`src/rtl/cacheline_adaptor_if.sv`:
```
// Cache-line / memory-burst bundle for the cacheline adaptor.
// The environment (cache plus memory) uses master; the adaptor uses slave.
interface cacheline_adaptor_if;
  localparam int unsigned addr_w  = 32;
  localparam int unsigned s_line  = 256;
  localparam int unsigned s_burst = 64;

  // Cache side
  logic [addr_w-1:0]  address_i;
  logic               read_i;
  logic               write_i;
  logic [s_line-1:0]  line_i;
  logic [s_line-1:0]  line_o;
  logic               resp_o;

  // Memory side
  logic [addr_w-1:0]  address_o;
  logic               read_o;
  logic               write_o;
  logic [s_burst-1:0] burst_o;
  logic [s_burst-1:0] burst_i;
  logic               resp_i;

  modport master (
    output address_i, read_i, write_i, line_i, burst_i, resp_i,
    input  line_o, resp_o, address_o, read_o, write_o, burst_o
  );

  modport slave (
    input  address_i, read_i, write_i, line_i, burst_i, resp_i,
    output line_o, resp_o, address_o, read_o, write_o, burst_o
  );
endinterface

```
`src/rtl/cacheline_adaptor.sv`:
```
// Bridges a 256-bit cache line port to a 64-bit, four-beat memory burst port.
// Fills are staged and committed to line_o on the last beat; writebacks use a separate buffer.
module cacheline_adaptor (
  input  logic                clk,
  input  logic                rst,
  cacheline_adaptor_if.slave  bus
);
  localparam int unsigned addr_w   = 32;
  localparam int unsigned s_offset = 5;
  localparam int unsigned s_line   = 256;
  localparam int unsigned s_burst  = 64;

  typedef enum logic [1:0] {
    IDLE = 2'd0,
    RD   = 2'd1,
    WR   = 2'd2,
    DONE = 2'd3
  } state_t;

  state_t            state;
  logic [1:0]        cnt;
  logic [1:0]        cnt_nxt;
  logic [s_line-1:0] rbuf;
  logic [s_line-1:0] wbuf;

  assign cnt_nxt = cnt + 2'd1;

  // Single-process FSM; every bus output is a register.
  always_ff @(posedge clk or negedge rst) begin
    if (!rst) begin
      state         <= IDLE;
      cnt           <= 2'd0;
      rbuf          <= '0;
      wbuf          <= '0;
      bus.line_o    <= '0;
      bus.resp_o    <= 1'b0;
      bus.address_o <= '0;
      bus.read_o    <= 1'b0;
      bus.write_o   <= 1'b0;
      bus.burst_o   <= '0;
    end else begin
      case (state)
        IDLE: begin
          bus.resp_o <= 1'b0;
          if (bus.write_i) begin
            wbuf          <= bus.line_i;
            bus.burst_o   <= bus.line_i[s_burst-1:0];
            bus.address_o <= {bus.address_i[addr_w-1:s_offset], {s_offset{1'b0}}};
            cnt           <= 2'd0;
            bus.write_o   <= 1'b1;
            state         <= WR;
          end else if (bus.read_i) begin
            bus.address_o <= {bus.address_i[addr_w-1:s_offset], {s_offset{1'b0}}};
            cnt           <= 2'd0;
            bus.read_o    <= 1'b1;
            state         <= RD;
          end
        end

        RD: begin
          if (bus.resp_i) begin
            rbuf[s_burst*32'(cnt) +: s_burst] <= bus.burst_i;
            cnt <= cnt_nxt;
            if (cnt == 2'd3) begin
              // Beats 0..2 are already staged; the final beat goes straight to the top lane.
              bus.line_o <= {bus.burst_i, rbuf[3*s_burst-1:0]};
              bus.read_o <= 1'b0;
              bus.resp_o <= 1'b1;
              state      <= DONE;
            end
          end
        end

        WR: begin
          if (bus.resp_i) begin
            cnt <= cnt_nxt;
            if (cnt == 2'd3) begin
              bus.write_o <= 1'b0;
              bus.resp_o  <= 1'b1;
              state       <= DONE;
            end else begin
              bus.burst_o <= wbuf[s_burst*32'(cnt_nxt) +: s_burst];
            end
          end
        end

        DONE: begin
          bus.resp_o <= 1'b0;
          state      <= IDLE;
        end

        default: state <= IDLE;
      endcase
    end
  end
endmodule

```
`src/flat_wrapper.sv`:
```
// flat-port wrapper written by rule: the top's interface ports become plain ports
module cacheline_adaptor_flat 
  (clk, rst, bus_address_i, bus_read_i, bus_write_i, bus_line_i, bus_burst_i, bus_resp_i, bus_line_o, bus_resp_o, bus_address_o, bus_read_o, bus_write_o, bus_burst_o);
  cacheline_adaptor_if bus_i ();
  input  logic clk;
  input  logic rst;
  input wire logic [$bits(bus_i.address_i)-1:0] bus_address_i;
  input wire logic [$bits(bus_i.read_i)-1:0] bus_read_i;
  input wire logic [$bits(bus_i.write_i)-1:0] bus_write_i;
  input wire logic [$bits(bus_i.line_i)-1:0] bus_line_i;
  input wire logic [$bits(bus_i.burst_i)-1:0] bus_burst_i;
  input wire logic [$bits(bus_i.resp_i)-1:0] bus_resp_i;
  output wire logic [$bits(bus_i.line_o)-1:0] bus_line_o;
  output wire logic [$bits(bus_i.resp_o)-1:0] bus_resp_o;
  output wire logic [$bits(bus_i.address_o)-1:0] bus_address_o;
  output wire logic [$bits(bus_i.read_o)-1:0] bus_read_o;
  output wire logic [$bits(bus_i.write_o)-1:0] bus_write_o;
  output wire logic [$bits(bus_i.burst_o)-1:0] bus_burst_o;
  assign bus_i.address_i = bus_address_i;
  assign bus_i.read_i = bus_read_i;
  assign bus_i.write_i = bus_write_i;
  assign bus_i.line_i = bus_line_i;
  assign bus_i.burst_i = bus_burst_i;
  assign bus_i.resp_i = bus_resp_i;
  assign bus_line_o = bus_i.line_o;
  assign bus_resp_o = bus_i.resp_o;
  assign bus_address_o = bus_i.address_o;
  assign bus_read_o = bus_i.read_o;
  assign bus_write_o = bus_i.write_o;
  assign bus_burst_o = bus_i.burst_o;
  cacheline_adaptor u_core (.clk(clk), .rst(rst), .bus(bus_i));
endmodule
```
`config.mk`:
```
export PLATFORM = sky130hd
export DESIGN_NAME = cacheline_adaptor_flat
export DESIGN_NICKNAME = d
export VERILOG_FILES = /design/src/rtl/cacheline_adaptor_if.sv /design/src/rtl/cacheline_adaptor.sv /design/src/flat_wrapper.sv
export SDC_FILE = /design/constraint.sdc
export NUM_CORES = 1
export LEC_CHECK = 0
export ABC_CLOCK_PERIOD_IN_PS = 3200
export BUFFER_PORTS_ARGS = -buffer_cell sky130_fd_sc_hd__buf_2
export CAP_MARGIN = 20
export CELL_PAD_IN_SITES_DETAIL_PLACEMENT = 1
export CELL_PAD_IN_SITES_GLOBAL_PLACEMENT = 2
export CORE_MARGIN = 2
export CORE_UTILIZATION = 38
export CTS_CLUSTER_SIZE = 20
export DETAILED_ROUTE_END_ITERATION = 8
export MAX_ROUTING_LAYER = met4
export PLACE_DENSITY = 0.83
export SLEW_MARGIN = 20
export SYNTH_ARGS = -nofsm -noshare
export SYNTH_HDL_FRONTEND = slang
export SYNTH_SLANG_ARGS = --single-unit
export TNS_END_PERCENT = 1
```
`constraint.sdc`:
```
create_clock -name clk -period 3.2 [get_ports clk]
set_clock_uncertainty 0.05 [all_clocks]
set_input_delay 0.16 -clock clk [delete_from_list [all_inputs] [get_ports clk]]
set_output_delay 0.16 -clock clk [all_outputs]
set_load 0.01 [all_outputs]
```
* Word-level counts from Yosys, hierarchy flattened
Index checks and enable logic that the tools add are counted.
** Cells by class
- Reduce and logical (&&, ||, !) cells :: 17
- Equality and inequality tests :: 15
- Multiplexer cells :: 26
- Add/sub/neg operators :: 2
- Shifts and indexed selects :: 3
** Operators by type and width (count)
- bitwise mux 256 bit :: 1
- variable shift 64 x 34 -> 256 bit (first input constant) :: 1
- variable part select 256 x 9 -> 64 bit :: 1
- variable part select 64 x 34 -> 256 bit :: 1
- 2-to-1 mux 64 bit :: 3
- one-hot mux 64 bit (2 select lines) :: 1
- 2-to-1 mux 32 bit :: 2
- negator 8 -> 34 bit :: 1
- 2-to-1 mux 2 bit :: 7
- inequality test 2 bit (second input constant) :: 6
- AND reduction 3 bit :: 3
- inequality test 2 x 1 -> 1 bit (second input constant) :: 4
- AND reduction 2 bit :: 4
- AND reduction 4 bit :: 2
- nonzero test 2 bit :: 4
- 2-to-1 mux 1 bit :: 7
- == test 2 bit (second input constant) :: 3
- one-hot mux 1 bit (2 select lines) :: 3
- one-hot mux 2 bit (3 select lines) :: 1
- AND reduction 5 bit :: 1
- one-hot mux 2 bit (2 select lines) :: 1
- OR reduction 2 bit :: 2
- inequality test 3 bit (second input constant) :: 1
- adder 2 x 1 -> 2 bit (second input constant) :: 1
- other kinds (2) :: 2
** Storage, ports and cells
- Output and inout bits :: 355
- Word-level logic and storage cells :: 73
- Bits in registers :: 871
- Input bits :: 357

* Logic depth before layout (Yosys ltp)
Gate-level depths: netlist of the first run.
- Depth in word-level cells :: 5
- Gate-level depth with buffers :: 9
- Gate-level depth less buffers :: 5

* Worst setup path after synthesis of the first run
OpenSTA, ideal clock, no wires.
- Kind :: register to register
- Start :: register u_core.cnt[0]
- End :: register u_core.bus.burst_o[14]
- Arrival time :: 2.365 ns
- Buffers on the path :: 4
- Data required time :: 3.024 ns
- Period minus slack after synthesis :: 2.541 ns
- Setup time :: 0.126 ns
- Slack :: 0.659 ns
- Stages on the path, launching flop included :: 9
- Path through :: dfrtp_1 -> buf_6 -> buf_2 -> inv_1 -> ha_1 -> buf_2 -> clkbuf_1 -> mux4_2 -> a221o_1
** Between the ends
- Cells in the longest elaborated chain, start to end :: 5
- Elaborated cells on any way between the ends :: 8
- Classes of those cells :: 1 x add/sub; 2 x eq/ne; 1 x shift; 3 x mux; 1 x reduce/logical
** Ends and longest elaborated chain
- start, declared :: RTL line cacheline_adaptor.sv:21 : logic [1:0] cnt;
- start signal, assigned :: RTL line cacheline_adaptor.sv:63 : cnt <= cnt_nxt;
- start signal, assigned :: RTL line cacheline_adaptor.sv:76 : cnt <= cnt_nxt;
- adder 2 x 1 -> 2 bit :: RTL line cacheline_adaptor.sv:26 : assign cnt_nxt = cnt + 2'd1;
- variable part select 256 x 9 -> 64 bit :: RTL line cacheline_adaptor.sv:82 : bus.burst_o <= wbuf[s_burst*32'(cnt_nxt) +: s_burst];
- 2-to-1 mux 64 bit :: RTL line cacheline_adaptor.sv:77 : if (cnt == 2'd3) begin
- 2-to-1 mux 64 bit :: RTL line cacheline_adaptor.sv:75 : if (bus.resp_i) begin
- one-hot mux 64 bit (2 select lines) :: RTL line cacheline_adaptor.sv:42 : case (state)
- end signal, assigned :: RTL line cacheline_adaptor.sv:47 : bus.burst_o <= bus.line_i[s_burst-1:0];
- end signal, assigned :: RTL line cacheline_adaptor.sv:82
- end, declared :: RTL line cacheline_adaptor_if.sv:31 : output line_o, resp_o, address_o, read_o, write_o, burst_o
Several ways; a longest one is shown, not always the timed one. The select of a mux whose other input is x is not followed.
A chain may end at the register's enable or synchronous reset.

* Worst setup path in the final report of the first run
- Start :: register u_core.state[1]
- End :: register u_core.bus.line_o[196]
** Between the ends
- Cells in the longest elaborated chain, start to end :: 2
** Ends and longest elaborated chain
- start, declared :: RTL line cacheline_adaptor.sv:20 : state_t state;
- start signal, assigned :: RTL line cacheline_adaptor.sv:31 : state <= IDLE;
- start signal, assigned :: RTL line cacheline_adaptor.sv:51 : state <= WR;
- start signal, assigned :: RTL line cacheline_adaptor.sv:56 : state <= RD;
- == test 2 x 1 -> 1 bit :: RTL line cacheline_adaptor.sv:42
- AND reduction 3 bit (no source line)
- end signal, assigned :: RTL line cacheline_adaptor.sv:66 : bus.line_o <= {bus.burst_i, rbuf[3*s_burst-1:0]};
- end, declared :: RTL line cacheline_adaptor_if.sv:31
No other way between the ends.

==> impl_metrics.json, run 1 <==
{
  "grt_pass1_vias": 26006,
  "clkLatencyLatePin_ps": 640,
  "core-area_sq_mm": 0.08316,
  "cts_buffer_depth": 3,
  "setup_tns_ps": 0,
  "cts_buffers": 90,
  "rsz0062_at_grt": "false",
  "ys_async_sr_fraction_pct": 100.0,
  "yosysSeqAreaShare_pct": 63.21,
  "r2r_start": "u_core.state[1]$_DFFE_PN0P_",
  "dr.pass1.iters": 5,
  "final_layout_size_suffix_gt1_share_pct": 49.67,
  "worst_slack_ps": 697.4,
  "fin_crit_ps": 2503,
  "layout_common_cells": "dfrtp_1, buf_2, mux2_2",
  "die_w_um": 293.0,
  "status": "complete, no violations",
  "cp.depth": 5,
  "dpl.hpwl_um": 64210,
  "globalplace.congestion": 0.8432,
  "die_h_um": 293.0,
  "ir_drop_mv": 0.7590,
  "startpoint": "u_core.state[1]$_DFFE_PN0P_",
  "grt_pass1_wl_um": 165800,
  "worst_slew_pin_slew_ps": 1028,
  "pre_cts_ws_ps": 696.5,
  "wl_um": 110000,
  "hold_path_class": "in -> async",
  "synth_edf_count": 0,
  "synthCells": 1943,
  "grt_usage_pct": 26.25,
  "grt_overflow": 0,
  "grt_max_degree": 90,
  "ys.flop_type": "dfrtp_1",
  "hold_buffers": 352,
  "nets": 3354,
  "cts_tree": "yes",
  "seq_area_sq_mm": 0.02007,
  "cp_slowest_cell": "ha_1",
  "wl_per_cell_um": 26.48,
  "crit_buf_inv": 2,
  "dieArea_sq_mm": 0.08588,
  "vias": 22497,
  "hold_viol": 0,
  "cts_resized": 0,
  "end_kind": "flop",
  "drv_cap": 0,
  "drv_slew": 0,
  "critPathMaxStageDelay_ps": 500,
  "drtIter0Drc": 1165,
  "io_pins": 712,
  "ant_nets": 0,
  "reg2reg_slack_ps": 700,
  "setup_viol": 0,
  "r2r_cells": 5,
  "clkSinkCount": 802,
  "fillers": 8144,
  "fmax_mhz": 399.6,
  "synth_cell_types": 38,
  "cts_root_buffer": "clkbuf_16",
  "initial_core_util_pct": 38.18,
  "path_clk_slew_ps": 60,
  "slew_headroom_pct": 31.46,
  "cts_setup_buffers": 0,
  "port_buffers": 701,
  "rows": 106,
  "crit_arrival_ps": 2950,
  "antenna_found_initial": 20,
  "drc": 0,
  "p_leak_nw": 21.30,
  "yosysWarnings": 0,
  "r2r-end": "u_core.bus.line_o[196]$_DFFE_PN0P_",
  "power_density_mw_per_mm2": 900.4,
  "crit_family": "buffers and inverters",
  "worstPathMaxFanout": 44,
  "critPathKind": "reg -> reg",
  "start_kind": "flop",
  "cts_max_level": 3,
  "multi_input_area_sq_mm": 0.01094,
  "syn-cell-area_sq_mm": 0.03175,
  "final_common_cell": "dfrtp_1",
  "synth-seq-cells": 802,
  "path_cells": "inv_1 > ha_1 > nand3_4 > buf_4 > mux2_2",
  "syn2layout_area_growth_pct": 36.03,
  "worstPathRequired_ps": 3650,
  "vias_per_cell": 5.413,
  "fin_crit_sh_pct": 78.21,
  "postSynthAreaPerCell_sq_um": 16.34
}
## through the flow
stage               utilization [%]  power [mW]  instance area, sq um  hold WS [ps]  cells
floorplan                         -       23.09                 31760        -185.6   1947
global placement              44.00       26.68                 36590         226.2   3624
detailed placement            44.00       27.44                 36590         234.0   3624
CTS                           51.87       38.46                 43130         118.4   4134
global route                  51.93       40.59                 43190         142.6   4156
finish                        51.93       38.88                 43190         102.7   4156
## sequential cells by signal (all words and copies together) (netlist names)
name,flops
u_core.wbuf,256
u_core.cnt,2
u_core.rbuf,192
u_core.bus.address_o,27
u_core.bus.write_o,1
u_core.bus.read_o,1
u_core.bus.burst_o,64
u_core.bus.resp_o,1
u_core.state,2
u_core.bus.line_o,256
## cells by family after synthesis
kind of cell | Yosys count | share of synthesized area (%)
multiplexers | 606 | 23.79
AO/OA/AOI/OAI | 271 | 7.646
flip-flops | 802 | 63.21
AND/OR/NAND/NOR | 92 | 2.313
buffers and inverters | 162 | 2.672
other | 1 | 0.01181
adder cells (fa/ha/maj) | 9 | 0.3547
## layout make-up
| type | count | area share, % |
|---|---|---|
| antenna | 22 | 0.1275 |
| sequential | 802 | 46.48 |
| clock buffer | 117 | 5.797 |
| multi-input combinational | 983 | 25.34 |
| inverter | 8 | 0.06953 |
| timing repair buffer | 1103 | 17.87 |
| tap | 1080 | 3.129 |
| clock inverter | 41 | 1.185 |
## report_power, final
part           internal, mW  switching [mW]  leakage [nW]
Clock                  6.12            4.42          1.47
Sequential             13.7            2.32          10.4
Combinational          6.40            5.87          9.41
## worst max path at each step
stage / to / slack (ps)
after floorplan: u_core.bus.burst_o[14]$_DFFE_PN0P_ / 660
after global placement: u_core.bus.line_o[222]$_DFFE_PN0P_ / 810
after detailed placement: u_core.rbuf[153]$_DFFE_PN0P_ / 700
after CTS: u_core.rbuf[151]$_DFFE_PN0P_ / 660
after global routing: u_core.rbuf[151]$_DFFE_PN0P_ / 540
final: u_core.bus.line_o[196]$_DFFE_PN0P_ / 700
## Yosys cell counts, types with 3 or more instances
cell	number	area, sq um
a21oi_1	3	15.01
a221o_1	64	640.6
a22o_1	193	1690
and4_1	64	560.5
buf_1	5	18.77
buf_2	80	400.4
buf_4	5	37.54
buf_6	14	157.7
clkbuf_1	49	183.9
dfrtp_1	802	20070
ha_1	9	112.6
inv_1	8	30.03
mux2_2	542	6103
mux4_2	62	1396
nand2_1	6	22.52
nand2b_1	4	25.02
nand3_1	5	25.02
nor2_1	4	15.01
o21ai_0	3	15.01
## layer usage
| layer | vias up | routed length [um] | GRT usage, % |
|---|---|---|---|
| li1 | 9446 | - | - |
| met1 | 11907 | 41240 | 29.30 |
| met2 | 895 | 56050 | 44.71 |
| met3 | 249 | 7763 | 6.528 |
| met4 | 0 | 4989 | 11.31 |
| met5 | - | 0 | - |
## worst register-to-register path: cells and delay by family, from the launching register on
kind                       cells  cell delay (ps)
and+or+nand+nor                1              440
adders and majority gates      1              500
DFF                            1              410
buffers and inverters          2              580
muxes                          1              390
(Power assumes the default switching activity.)
==> inputs of run 2 (changes only) <==
--- a/config.mk
+++ b/config.mk
@@ -5,7 +5,7 @@
 export SDC_FILE = /design/constraint.sdc
 export NUM_CORES = 1
 export LEC_CHECK = 0
-export ABC_CLOCK_PERIOD_IN_PS = 3200
+export ABC_CLOCK_PERIOD_IN_PS = 2400
 export BUFFER_PORTS_ARGS = -buffer_cell sky130_fd_sc_hd__buf_2
 export CAP_MARGIN = 20
 export CELL_PAD_IN_SITES_DETAIL_PLACEMENT = 1
==> constraint.sdc (replaced) <==
create_clock -name clk -period 2.4 [get_ports clk]
set_clock_uncertainty 0.05 [all_clocks]
set_input_delay 0.12 -clock clk [delete_from_list [all_inputs] [get_ports clk]]
set_output_delay 0.12 -clock clk [all_outputs]
set_load 0.01 [all_outputs]
==> run 2 against run 1 <==
- cell count up 0.51%
- routed wire length is 1.4% higher
- clock power up 35%
- global-route usage increased by 0.24 points
- register-to-register slack worse by 570 ps
- final area up 0.95%
- core utilization is 0.49 points higher
- critical endpoint is now u_core.rbuf[185]$_DFFE_PN0P_
==> impl_metrics.json, run 2 (synthesis results as in run 1) <==
{
  "final_common_cell": "dfrtp_1",
  "power_density_mw_per_mm2": 1202,
  "clkSinkCount": 802,
  "dpl.hpwl_um": 67230,
  "syn2layout_area_growth_pct": 37.31,
  "end_kind": "flop",
  "p_leak_nw": 21.52,
  "status": "complete, no violations",
  "fin_crit_sh_pct": 94.86,
  "vias_per_cell": 5.411,
  "setup_tns_ps": 0,
  "grt_max_degree": 94,
  "fin_crit_ps": 2277,
  "cts_root_buffer": "clkbuf_16",
  "rows": 106,
  "hold_viol": 0,
  "fmax_mhz": 439.2,
  "core-area_sq_mm": 0.08316,
  "path_clk_slew_ps": 60,
  "worst_slew_pin_slew_ps": 1058,
  "startpoint": "u_core.state[1]$_DFFE_PN0P_",
  "worstPathRequired_ps": 2900,
  "drc": 0,
  "cts_max_level": 3,
  "grt_overflow": 0,
  "drv_slew": 0,
  "ant_nets": 0,
  "cts_tree": "yes",
  "setup_viol": 0,
  "drtIter0Drc": 1211,
  "die_h_um": 293.0,
  "worst_slack_ps": 123.3,
  "vias": 22600,
  "ir_drop_mv": 0.7318,
  "reg_top3": "u_core.bus.line_o: 256 flops, u_core.wbuf: 256 flops, u_core.rbuf: 192 flops",
  "clkLatencyLatePin_ps": 640,
  "pre_cts_ws_ps": 138.7,
  "cts_buffers": 88,
  "r2r_start": "u_core.state[1]$_DFFE_PN0P_",
  "wl_per_cell_um": 26.70,
  "crit_arrival_ps": 2780,
  "rsz0062_at_grt": "false",
  "antenna_found_initial": 16,
  "io_pins": 712,
  "globalplace.congestion": 0.8593,
  "slew_headroom_pct": 29.45,
  "worstPathMaxFanout": 64,
  "worstHoldStart": "bus_write_i",
  "layout_common_cells": "dfrtp_1, buf_2, mux2_2",
  "hold_path_class": "in -> reg",
  "initial_core_util_pct": 38.18,
  "grt_usage_pct": 26.49,
  "critPathKind": "reg -> reg",
  "nets": 3375,
  "drv_cap": 0,
  "dr.pass1.iters": 5,
  "final_layout_size_suffix_gt1_share_pct": 49.77,
  "grt_pass1_wl_um": 167700,
  "wl_um": 111500,
  "grt_pass1_vias": 26278,
  "fin_util_pct": 52.42,
  "port_buffers": 701,
  "die_w_um": 293.0,
  "dieArea_sq_mm": 0.08588,
  "cts_buffer_depth": 3,
  "start_kind": "flop"
}
[run 2: stage by stage]
| stage | power (mW) | hold slack, ps | instance area [sq um] | std cells |
|---|---|---|---|---|
| after floorplan | 30.79 | -225.6 | 31760 | 1947 |
| after global placement | 35.96 | 24.91 | 36980 | 3648 |
| after detailed placement | 37.09 | 36.16 | 36980 | 3648 |
| after CTS | 52.00 | 77.69 | 43550 | 4160 |
| after global routing | 54.72 | 138.6 | 43590 | 4176 |
| final | 52.40 | 123.0 | 43590 | 4177 |
[run 2: routing by layer]
| metal | wire length [um] | track usage (%) | vias to the layer above |
|---|---|---|---|
| met5 | 0 | - | - |
| met1 | 42200 | 29.73 | 12004 |
| li1 | - | - | 9520 |
| met2 | 57450 | 45.55 | 863 |
| met4 | 4262 | 10.66 | 0 |
| met3 | 7626 | 6.225 | 213 |
[run 2: area by class of cell]
class / instances / area, sq um
antenna: 17 / 42.54
clock buffer: 129 / 2537
clock inverter: 32 / 506.7
fill: 8123 / 39560
inverter: 8 / 30.03
multi-input combinational: 983 / 10940
sequential: 802 / 20070
tap: 1080 / 1351
timing repair buffer: 1126 / 8110
[run 2: critical path: stages, from the launching register on]
cell	delay, ps
dfrtp_1	400
inv_1	120
ha_1	360
buf_4	210
nand3_4	100
nor4_4	300
buf_12	410
a22o_1	220
[run 2: final timing paths]
path / to / slack (ps) / depth (start not counted)
worst max-delay path: u_core.rbuf[185]$_DFFE_PN0P_ / 120 / 7
worst min-delay path: u_core.cnt[0]$_DFFE_PN0P_ / 120 / 4
worst max register to register: u_core.rbuf[185]$_DFFE_PN0P_ / 120 / 7
worst min register to register: u_core.rbuf[78]$_DFFE_PN0P_ / 450 / 1
max in group asynchronous: u_core.wbuf[139]$_DFFE_PN0P_ / 1550 / 4
min in group asynchronous: u_core.bus.line_o[228]$_DFFE_PN0P_ / 140 / 3
[run 2: where the power goes]
part	switching (mW)	total, mW	internal [mW]
sequential	3.09	21.4	18.3
clock	5.82	14.2	8.38
combinational	7.96	16.8	8.83
total	16.9	52.4	35.5
[run 2: repair_timing]
action	4_1_cts	5_1_grt
hold buffers	351	0
setup buffers	0	0
setup endpoints to repair	0	0
gates resized for setup	0	0
endpoints found under the hold margin	1102	0
